`src/rtl/rr_packet_stream_arbiter_pkg.sv`:
```
// rr_packet_stream_arbiter_pkg: shared FSM encoding and id width helper for the packet stream arbiter
package rr_packet_stream_arbiter_pkg;
  typedef enum logic {ARB_IDLE = 1'b0, ARB_LOCKED = 1'b1} arb_state_e;
  function automatic int id_width(input int n);
    return (n > 1) ? $clog2(n) : 1;
  endfunction
endpackage

```
`src/rtl/stream_slice_2entry.sv`:
```
// stream_slice_2entry: 2-entry ping-pong register buffer, full throughput with registered ready
module stream_slice_2entry #(
  parameter int W = 8
) (
  input  logic         clk,
  input  logic         reset,
  input  logic         push_i,
  input  logic [W-1:0] data_i,
  input  logic         pop_i,
  output logic         full_o,
  output logic         valid_o,
  output logic [W-1:0] data_o
);
  logic [1:0]   wr_q, rd_q;
  logic [W-1:0] mem_q [2];
  // Occupancy comes only from registered pointers, so a same-cycle pop never admits a push.
  assign full_o  = (wr_q[1] != rd_q[1]) && (wr_q[0] == rd_q[0]);
  assign valid_o = wr_q != rd_q;
  assign data_o  = mem_q[rd_q[0]];
  always_ff @(posedge clk) begin
    if (reset) begin
      wr_q     <= '0;
      rd_q     <= '0;
      mem_q[0] <= '0;
      mem_q[1] <= '0;
    end else begin
      if (push_i && !full_o) begin
        mem_q[wr_q[0]] <= data_i;
        wr_q           <= wr_q + 2'd1;
      end
      if (pop_i && valid_o) rd_q <= rd_q + 2'd1;
    end
  end
endmodule

```
`src/rtl/rr_packet_stream_arbiter.sv`:
```
// rr_packet_stream_arbiter: round-robin packet-granular arbiter of NUM_REQ streams onto one buffered output
module rr_packet_stream_arbiter
  import rr_packet_stream_arbiter_pkg::*;
#(
  parameter int NUM_REQ    = 4,
  parameter int DATA_WIDTH = 8,
  parameter int ID_WIDTH   = id_width(NUM_REQ)
) (
  input  logic                          clk,
  input  logic                          reset,
  input  logic [NUM_REQ-1:0]            valid_in,
  input  logic [NUM_REQ*DATA_WIDTH-1:0] data_in,
  input  logic [NUM_REQ-1:0]            last_in,
  output logic [NUM_REQ-1:0]            ready_out,
  output logic                          valid_out,
  output logic [DATA_WIDTH-1:0]         data_out,
  output logic                          last_out,
  output logic [ID_WIDTH-1:0]           id_out,
  input  logic                          ready_in
);
  arb_state_e          state_q, state_d;
  logic [ID_WIDTH-1:0] rr_q, rr_d, lock_q, lock_d;
  logic [ID_WIDTH-1:0] grant, idx, sel, nxt;
  logic                any, full, accept, sel_last;
  logic [DATA_WIDTH-1:0] sel_data;
  // Scan from the farthest candidate back to rr_q so the nearest valid requester wins.
  always_comb begin
    grant = '0;
    any   = 1'b0;
    idx   = '0;
    for (int k = NUM_REQ - 1; k >= 0; k--) begin
      idx = ID_WIDTH'((int'(rr_q) + k) % NUM_REQ);
      if (valid_in[idx]) begin
        grant = idx;
        any   = 1'b1;
      end
    end
  end
  assign sel      = (state_q == ARB_LOCKED) ? lock_q : grant;
  assign nxt      = (sel == ID_WIDTH'(NUM_REQ - 1)) ? '0 : sel + ID_WIDTH'(1);
  assign sel_last = last_in[sel];
  assign sel_data = data_in[sel*DATA_WIDTH +: DATA_WIDTH];
  assign accept   = |(valid_in & ready_out);
  always_ff @(posedge clk) begin
    if (reset) begin
      state_q <= ARB_IDLE;
      rr_q    <= '0;
      lock_q  <= '0;
    end else begin
      state_q <= state_d;
      rr_q    <= rr_d;
      lock_q  <= lock_d;
    end
  end
  always_comb begin
    state_d = accept ? (sel_last ? ARB_IDLE : ARB_LOCKED) : state_q;
    rr_d    = (accept && sel_last) ? nxt : rr_q;
    lock_d  = (accept && !sel_last) ? sel : lock_q;
  end
  always_comb begin
    ready_out = (reset || full || (state_q == ARB_IDLE && !any)) ? '0 : NUM_REQ'(1) << sel;
  end
  stream_slice_2entry #(.W(ID_WIDTH + 1 + DATA_WIDTH)) u_slice (
    .clk     (clk),
    .reset   (reset),
    .push_i  (accept),
    .data_i  ({sel, sel_last, sel_data}),
    .pop_i   (valid_out & ready_in),
    .full_o  (full),
    .valid_o (valid_out),
    .data_o  ({id_out, last_out, data_out})
  );
endmodule

```
`config.mk`:
```
export PLATFORM = sky130hd
export DESIGN_NAME = rr_packet_stream_arbiter
export DESIGN_NICKNAME = d
export VERILOG_FILES = /design/src/rtl/rr_packet_stream_arbiter_pkg.sv /design/src/rtl/stream_slice_2entry.sv /design/src/rtl/rr_packet_stream_arbiter.sv
export SDC_FILE = /design/constraint.sdc
export NUM_CORES = 1
export LEC_CHECK = 0
export ABC_AREA = 1
export CAP_MARGIN = 10
export CORE_MARGIN = 1
export CORE_UTILIZATION = 51
export DETAILED_ROUTE_END_ITERATION = 7
export PLACE_DENSITY = 0.85
export SYNTH_ARGS = -nofsm -noshare
export SYNTH_HDL_FRONTEND = slang
export SYNTH_SLANG_ARGS = --single-unit
```
`constraint.sdc`:
```
create_clock -name clk -period 4.96 [get_ports clk]
set_input_delay 0.992 -clock clk [delete_from_list [all_inputs] [get_ports clk]]
set_output_delay 0.992 -clock clk [all_outputs]
set_load 0.01 [all_outputs]
```
==> flow_summary.yaml, run 1 <==
worst_setup_path:
  crit_required_ns: 3.97
  critical_path_class: "in2out"
  cp-end-kind: "output pin"
  worstRegToRegCells: 19
  critPathMaxStageDelay_ns: 0.56
  path_cells: "clkdlybuf4s50_1 -> nand2_1 -> nand2_1 -> nand3_1 -> nand2_1 -> inv_1 -> nand2_1 -> nand2_1 -> nand2_2 -> inv_1 -> nor3_1 -> clkdlybuf4s50_1"
  critical-path-top-delay-family: "buffers and inverters"
  critical_path_depth: 12
  crit_top_cell: "nand2_1"
  path_max_fanout: 13
  crit_buf_inv: 4
  worstPathArrival_ns: 3.28
  cp-start-kind: "input pin"
  cp_slowest_cell: "clkdlybuf4s50_1"
route:
  drt_iter0_drc: 82
  ant_nets: 0
  routedWlPerCell_um: 13.47
  drt-pass1-iter-count: 4
  via_count: 1857
  vias_per_cell: 5.276
  detail_route.wirelength_um: 4742
  drc: 0
finish:
  fin_nets: 347
  fin_util: 0.7209
  final_area_sq_mm: 0.002679
  drive_above_1_share: 0.1513
  insertedDiodeCount: 0
  finalNonFillerCells: 352
  syn2layout_area_growth_pct: 34.06
sta:
  fin_ws_ns: 0.6921
  finClkSkew_ns: 0.002333
  hold_viol: 0
  finalMaxSlewViolations: 0
  tns_ns: 0
  relSlewSlack: 0.6459
  post-route-period-util: 0.8605
  finalCriticalPeriod_ns: 4.268
  fin_hold_ws_ns: 0.4887
  rsz0062_at_grt: "no"
  max_freq_ghz: 0.2343
  worstMarginPinSlew_ns: 0.5298
  finalSetupViolations: 0
grt:
  grt_usage: 0.2441
  grt_pass1_vias: 1784
  grt_max_degree: 25
  grt_pass1_wl_um: 7679
  grt_overflow_total: 0
  grt_antenna_before_repair: 0
synthesis:
  synth_nets: 291
  synthAdderAreaFrac: 0.006262
  yosys.area_share.simple: 0.3068
  synthArstFlopShare: 0
  ys_seq_elements: 32
  ys_top_cells_by_area: "edfxtp_1 33%, dfxtp_1 10%, nand2_1 8.6%"
  synth_mux_area_frac: 0.06199
  synth-xor-area-share: 0.008766
  synth_compound_area_frac: 0.1058
  synthTopCellsByCount: "46 x nand2_1, 43 x nor2_1, 22 x edfxtp_1"
  synthCells: 247
  synthDistinctLibCells: 30
  synth_ff_type: "edfxtp_1"
  synth_area_sq_mm: 0.001998
  synth_edf_count: 22
  synth_seq_area_share: 0.4308
  ys_warn_count: 0
  synth_area_per_cell_sq_um: 8.090
  synth_top_area_frac: 0.3306
  synth_area_leader_cell: "edfxtp_1"
  synth_top_family_by_area: "simple AND/OR/NAND/NOR gates"
  yosysMostFrequentCell: "nand2_1"
clocking:
  post_cts_resized: 0
  cts.sinks: 32
  htree_levels: 2
  tritoncts: "yes"
  clock_path_buffers: 2
  path_clk_slew_ns: 0.06
  clk_latency_ns: 0.28
  numCtsBuffers: 5
  holdBufCountCts: 0
  post_cts_buffers: 0
  root_buffer: "clkbuf_8"
placement:
  dp_hpwl_um: 3476
  dpl_cell_area_sq_mm: 0.002576
  place_ws_ns: 0.6851
  io_buffer_count: 58
  gp_congestion: 0.8975
  placed_cells: 344
worst_hold_path:
  whs_path_depth: 2
  hp-class: "reg2reg"
pwr:
  p_total_mw: 1.601
  p_leak_nw: 1.114
  ir_worst_vdd_v: 0.0004580
  cellPowerDensity_mw_per_mm2: 597.5
die:
  num_rows: 22
  io_pins: 59
  start_util: 0.5377
  dieArea_sq_mm: 0.004173
  die_w_um: 64.60
  core_area_sq_mm: 0.003716
  dieHeight_um: 64.60
run_status:
  outcome: "finished clean"
run:
  maxCapViolCount: 0
-- flip-flops by register name, summed over array words and instances, names as in the netlist, named ones only --
register       flops
u_slice.mem_q     22
lock_q             2
rr_q               2
u_slice.rd_q       2
u_slice.wr_q       2
state_q            1
-- where the power goes --
part           switching (mW)  total [mW]  internal (mW)
registers              0.0562       0.436          0.379
logic                   0.547       0.944          0.397
clock network          0.0926       0.221          0.129
-- area by class of cell --
class	count	area [sq um]
Sequential cell	32	860.8
Multi-Input combinational cell	182	978.4
Clock buffer	7	97.59
Timing Repair Buffer	59	588.1
Fill cell	301	1037
Inverter	23	88.84
Clock inverter	1	5.005
Tap cell	48	60.06
-- layout by cell type (no fill, tap or decap) --
master,count
inv_1,18
o21ai_0,18
inv_4,1
ha_1,1
nand2_1,46
nor2_1,43
a31oi_1,1
clkdlybuf4s50_1,58
nand3b_1,1
nand2_4,3
edfxtp_1,22
inv_2,3
dfxtp_1,10
nand3_1,17
clkbuf_8,5
nor3_1,1
nand3_2,3
clkinv_2,1
o22a_1,8
nor2_4,1
xnor2_1,1
nor2_2,9
nand4_1,1
a21oi_1,8
mux2_2,11
clkbuf_16,1
clkbuf_1,1
xor2_1,1
buf_4,1
nand2_2,7
clkinv_1,1
o21ai_1,1
-- cells by family (layout without fill, tap and decap cells) --
kind of cell / count (synthesis) / after routing
xor+xnor: 2 / 2
fa+ha+maj: 1 / 1
compound gates: 36 / 36
simple gates: 132 / 132
mux: 11 / 11
flops: 32 / 32
buf+inv: 33 / 90
-- worst register-to-register path, delay by kind of cell, from the launching register on --
| family | cells | cell delay [ns] |
|---|---|---|
| fa+ha+maj | 1 | 0.19 |
| buf+inv | 4 | 0.23 |
| flops | 1 | 0.52 |
| simple gates | 14 | 1.75 |
-- per-layer routing --
| layer | global-route usage | routed length, um | up-vias |
|---|---|---|---|
| li1 | - | - | 928 |
| met5 | 0 | 0 | - |
| met2 | 0.4408 | 2369 | 69 |
| met3 | 0.05458 | 339 | 12 |
| met4 | 0.1000 | 90 | 0 |
| met1 | 0.2750 | 1943 | 848 |
-- worst paths after layout --
check / end / startpoint / slack, ns
worst max register to register: u_slice.mem_q[0][0] / rr_q[0] / 1.91
worst min-delay path: u_slice.rd_q[1] / u_slice.rd_q[1] / 0.49
worst min register to register: u_slice.rd_q[1] / u_slice.rd_q[1] / 0.49
worst max-delay path: ready_out[2] / valid_in[2] / 0.69
No activity file was read; power rests on OpenSTA's default activity.
==> run 2: changes to the inputs <==
--- a/config.mk
+++ b/config.mk
@@ -7,10 +7,10 @@
 export LEC_CHECK = 0
 export ABC_AREA = 1
 export CAP_MARGIN = 10
-export CORE_MARGIN = 1
 export CORE_UTILIZATION = 51
 export DETAILED_ROUTE_END_ITERATION = 7
 export PLACE_DENSITY = 0.85
+export RECOVER_POWER = 25
 export SYNTH_ARGS = -nofsm -noshare
 export SYNTH_HDL_FRONTEND = slang
 export SYNTH_SLANG_ARGS = --single-unit
==> run 2 against run 1 <==
Cell area about the same. Critical path depth unchanged. Worst setup slack worse by 0.18 ns. Non-clock buffer count unchanged. Sequential share of layout area about the same. Register-to-register slack got worse by 0.14 ns. Hold slack improved by 0.0026 ns. Total power shrank 1.7%. Clock skew is essentially flat. First-iteration DRC count is 6.1% higher. Highest routed layer unchanged.
==> flow_summary.yaml, run 2 (synthesized netlist as in run 1, its figures left out) <==
run_status:
  outcome: "finished clean"
grt:
  grt_usage: 0.2441
  grt_pass1_vias: 1784
  grt_max_degree: 25
  grt_overflow_total: 0
  grt_pass1_wl_um: 7679
  grt_antenna_before_repair: 0
worst_setup_path:
  path_cells: "clkdlybuf4s50_1 -> nand2_1 -> nand2_1 -> nand3_1 -> nand2_1 -> inv_1 -> nand2_1 -> nand2_1 -> nand2_1 -> inv_1 -> nor3_1 -> clkdlybuf4s50_1"
  worstPathArrival_ns: 3.45
  cp_slowest_cell: "clkdlybuf4s50_1"
  critical-path-top-delay-family: "buffers and inverters"
  crit_top_cell: "nand2_1"
  critical_path_class: "in2out"
  rr_startpoint: "rr_q[0]"
  worstSetupStartpoint: "valid_in[2]"
  crit_buf_inv: 4
  crit_required_ns: 3.97
  critPathMaxStageDelay_ns: 0.56
  cp-start-kind: "input pin"
  cp-end-kind: "output pin"
  path_max_fanout: 13
clocking:
  numCtsBuffers: 5
  tritoncts: "yes"
  clock_path_buffers: 2
  post_cts_resized: 0
  clk_latency_ns: 0.28
  root_buffer: "clkbuf_8"
  path_clk_slew_ns: 0.06
  holdBufCountCts: 0
  cts.sinks: 32
  post_cts_buffers: 0
  htree_levels: 2
pwr:
  clockPowerShare: 0.140
  p_sw_frac: 0.4397
  p_switching_uw: 691.8
  cellPowerDensity_mw_per_mm2: 587.9
  p_total_mw: 1.573
  ir_worst_vdd_v: 0.0004553
  pwr-share-seq: 0.277
  pwr-share-comb: 0.583
  p_leak_nw: 1.132
  p_int_uw: 881.5
sta:
  hold_viol: 0
  finalSetupViolations: 0
  post-route-period-util: 0.8965
  max_freq_ghz: 0.2249
  rsz0062_at_grt: "no"
  finalCriticalPeriod_ns: 4.447
  finalMaxSlewViolations: 0
  relSlewSlack: 0.6474
  worstMarginPinSlew_ns: 0.5277
  finClkSkew_ns: 0.002166
  tns_ns: 0
placement:
  dp_hpwl_um: 3476
  io_buffer_count: 58
  gp_congestion: 0.8975
  dpl_cell_area_sq_mm: 0.002576
die:
  dieArea_sq_mm: 0.004173
  io_pins: 59
  core_area_sq_mm: 0.003716
  dieHeight_um: 64.60
  die_w_um: 64.60
  num_rows: 22
  start_util: 0.5377
finish:
  syn2layout_area_growth_pct: 33.94
  final_common_cell: "nand2_1"
  largest_register_ffs: 22
  fin_nets: 347
  final_area_sq_mm: 0.002676
  multi_input_area_sq_um: 975.9
  regMostFlops: "u_slice.mem_q"
  seq_area_sq_um: 860.8
  drive_above_1_share: 0.1447
  final_cell_mix: "47 x nand2_1, 46 x clkdlybuf4s50_1, 43 x nor2_1, 22 x edfxtp_1, 19 x o21ai_0"
  nFillCells: 301
  insertedDiodeCount: 0
route:
  drt_iter0_drc: 87
  vias_per_cell: 5.250
  routedWlPerCell_um: 13.47
  via_count: 1848
  drt-pass1-iter-count: 4
  detail_route.wirelength_um: 4743
  drc: 0
  ant_nets: 0
worst_hold_path:
  hold_start: "u_slice.rd_q[1]"
  hp-class: "reg2reg"
run:
  maxCapViolCount: 0
[run 2: path summary, 6_finish.rpt]
path	endpoint	slack [ns]	depth (start not counted)
min	u_slice.rd_q[1]	0.49	2
max	ready_out[2]	0.51	12
min reg2reg	u_slice.rd_q[1]	0.49	2
max reg2reg	u_slice.mem_q[0][0]	1.77	19
[run 2: power groups by stage]
stage	Clock [mW]	Sequential [mW]	Combinational, mW
after global placement	0	0.438	0.913
after global routing	0.237	0.446	1.01
after floorplan	0	0.410	0.685
final	0.221	0.436	0.916
after CTS	0.224	0.436	0.943
after detailed placement	0	0.442	0.936
[run 2: cell type report]
type,count,share of cell area
clock buffers,7,0.03647
clock inverters,1,0.001870
inverters,23,0.03319
multi-input cells,182,0.3647
flip-flops and latches,32,0.3216
well taps,48,0.02244
repair buffers,59,0.2197
[run 2: worst register-to-register path: stages, from the launching register on]
cell     delay [ns]
dfxtp_1        0.52
inv_4          0.08
nand2_1        0.09
nand2_1        0.07
nand2_1        0.08
nand2_1        0.06
inv_1          0.05
nand2_1        0.04
nand2_1        0.05
nand2_1        0.06
nand2_1        0.34
ha_1           0.22
inv_1          0.05
nor2_1         0.15
nand2_1        0.08
nand2_2        0.11
inv_2          0.05
nand2_4        0.11
nand2_2        0.18
nand2_1        0.44
[run 2: per-stage QoR]
step	utilization	hold slack (ns)	setup slack (ns)	cells
after floorplan	-	0.4514	1.620	247
after global placement	0.6933	0.4623	0.7748	344
after detailed placement	0.6933	0.4767	0.6851	344
after CTS	0.7209	0.4868	0.6866	352
after global routing	0.7202	0.5152	0.3457	352
final	0.7202	0.4914	0.5134	352
[run 2: metal layers]
metal | share of wire | GRT usage | up-vias
li1 | - | - | 930
met3 | 0.068 | 0.05458 | 12
met2 | 0.50 | 0.4408 | 69
met4 | 0.019 | 0.1000 | 0
met5 | 0 | 0 | -
met1 | 0.41 | 0.2750 | 837
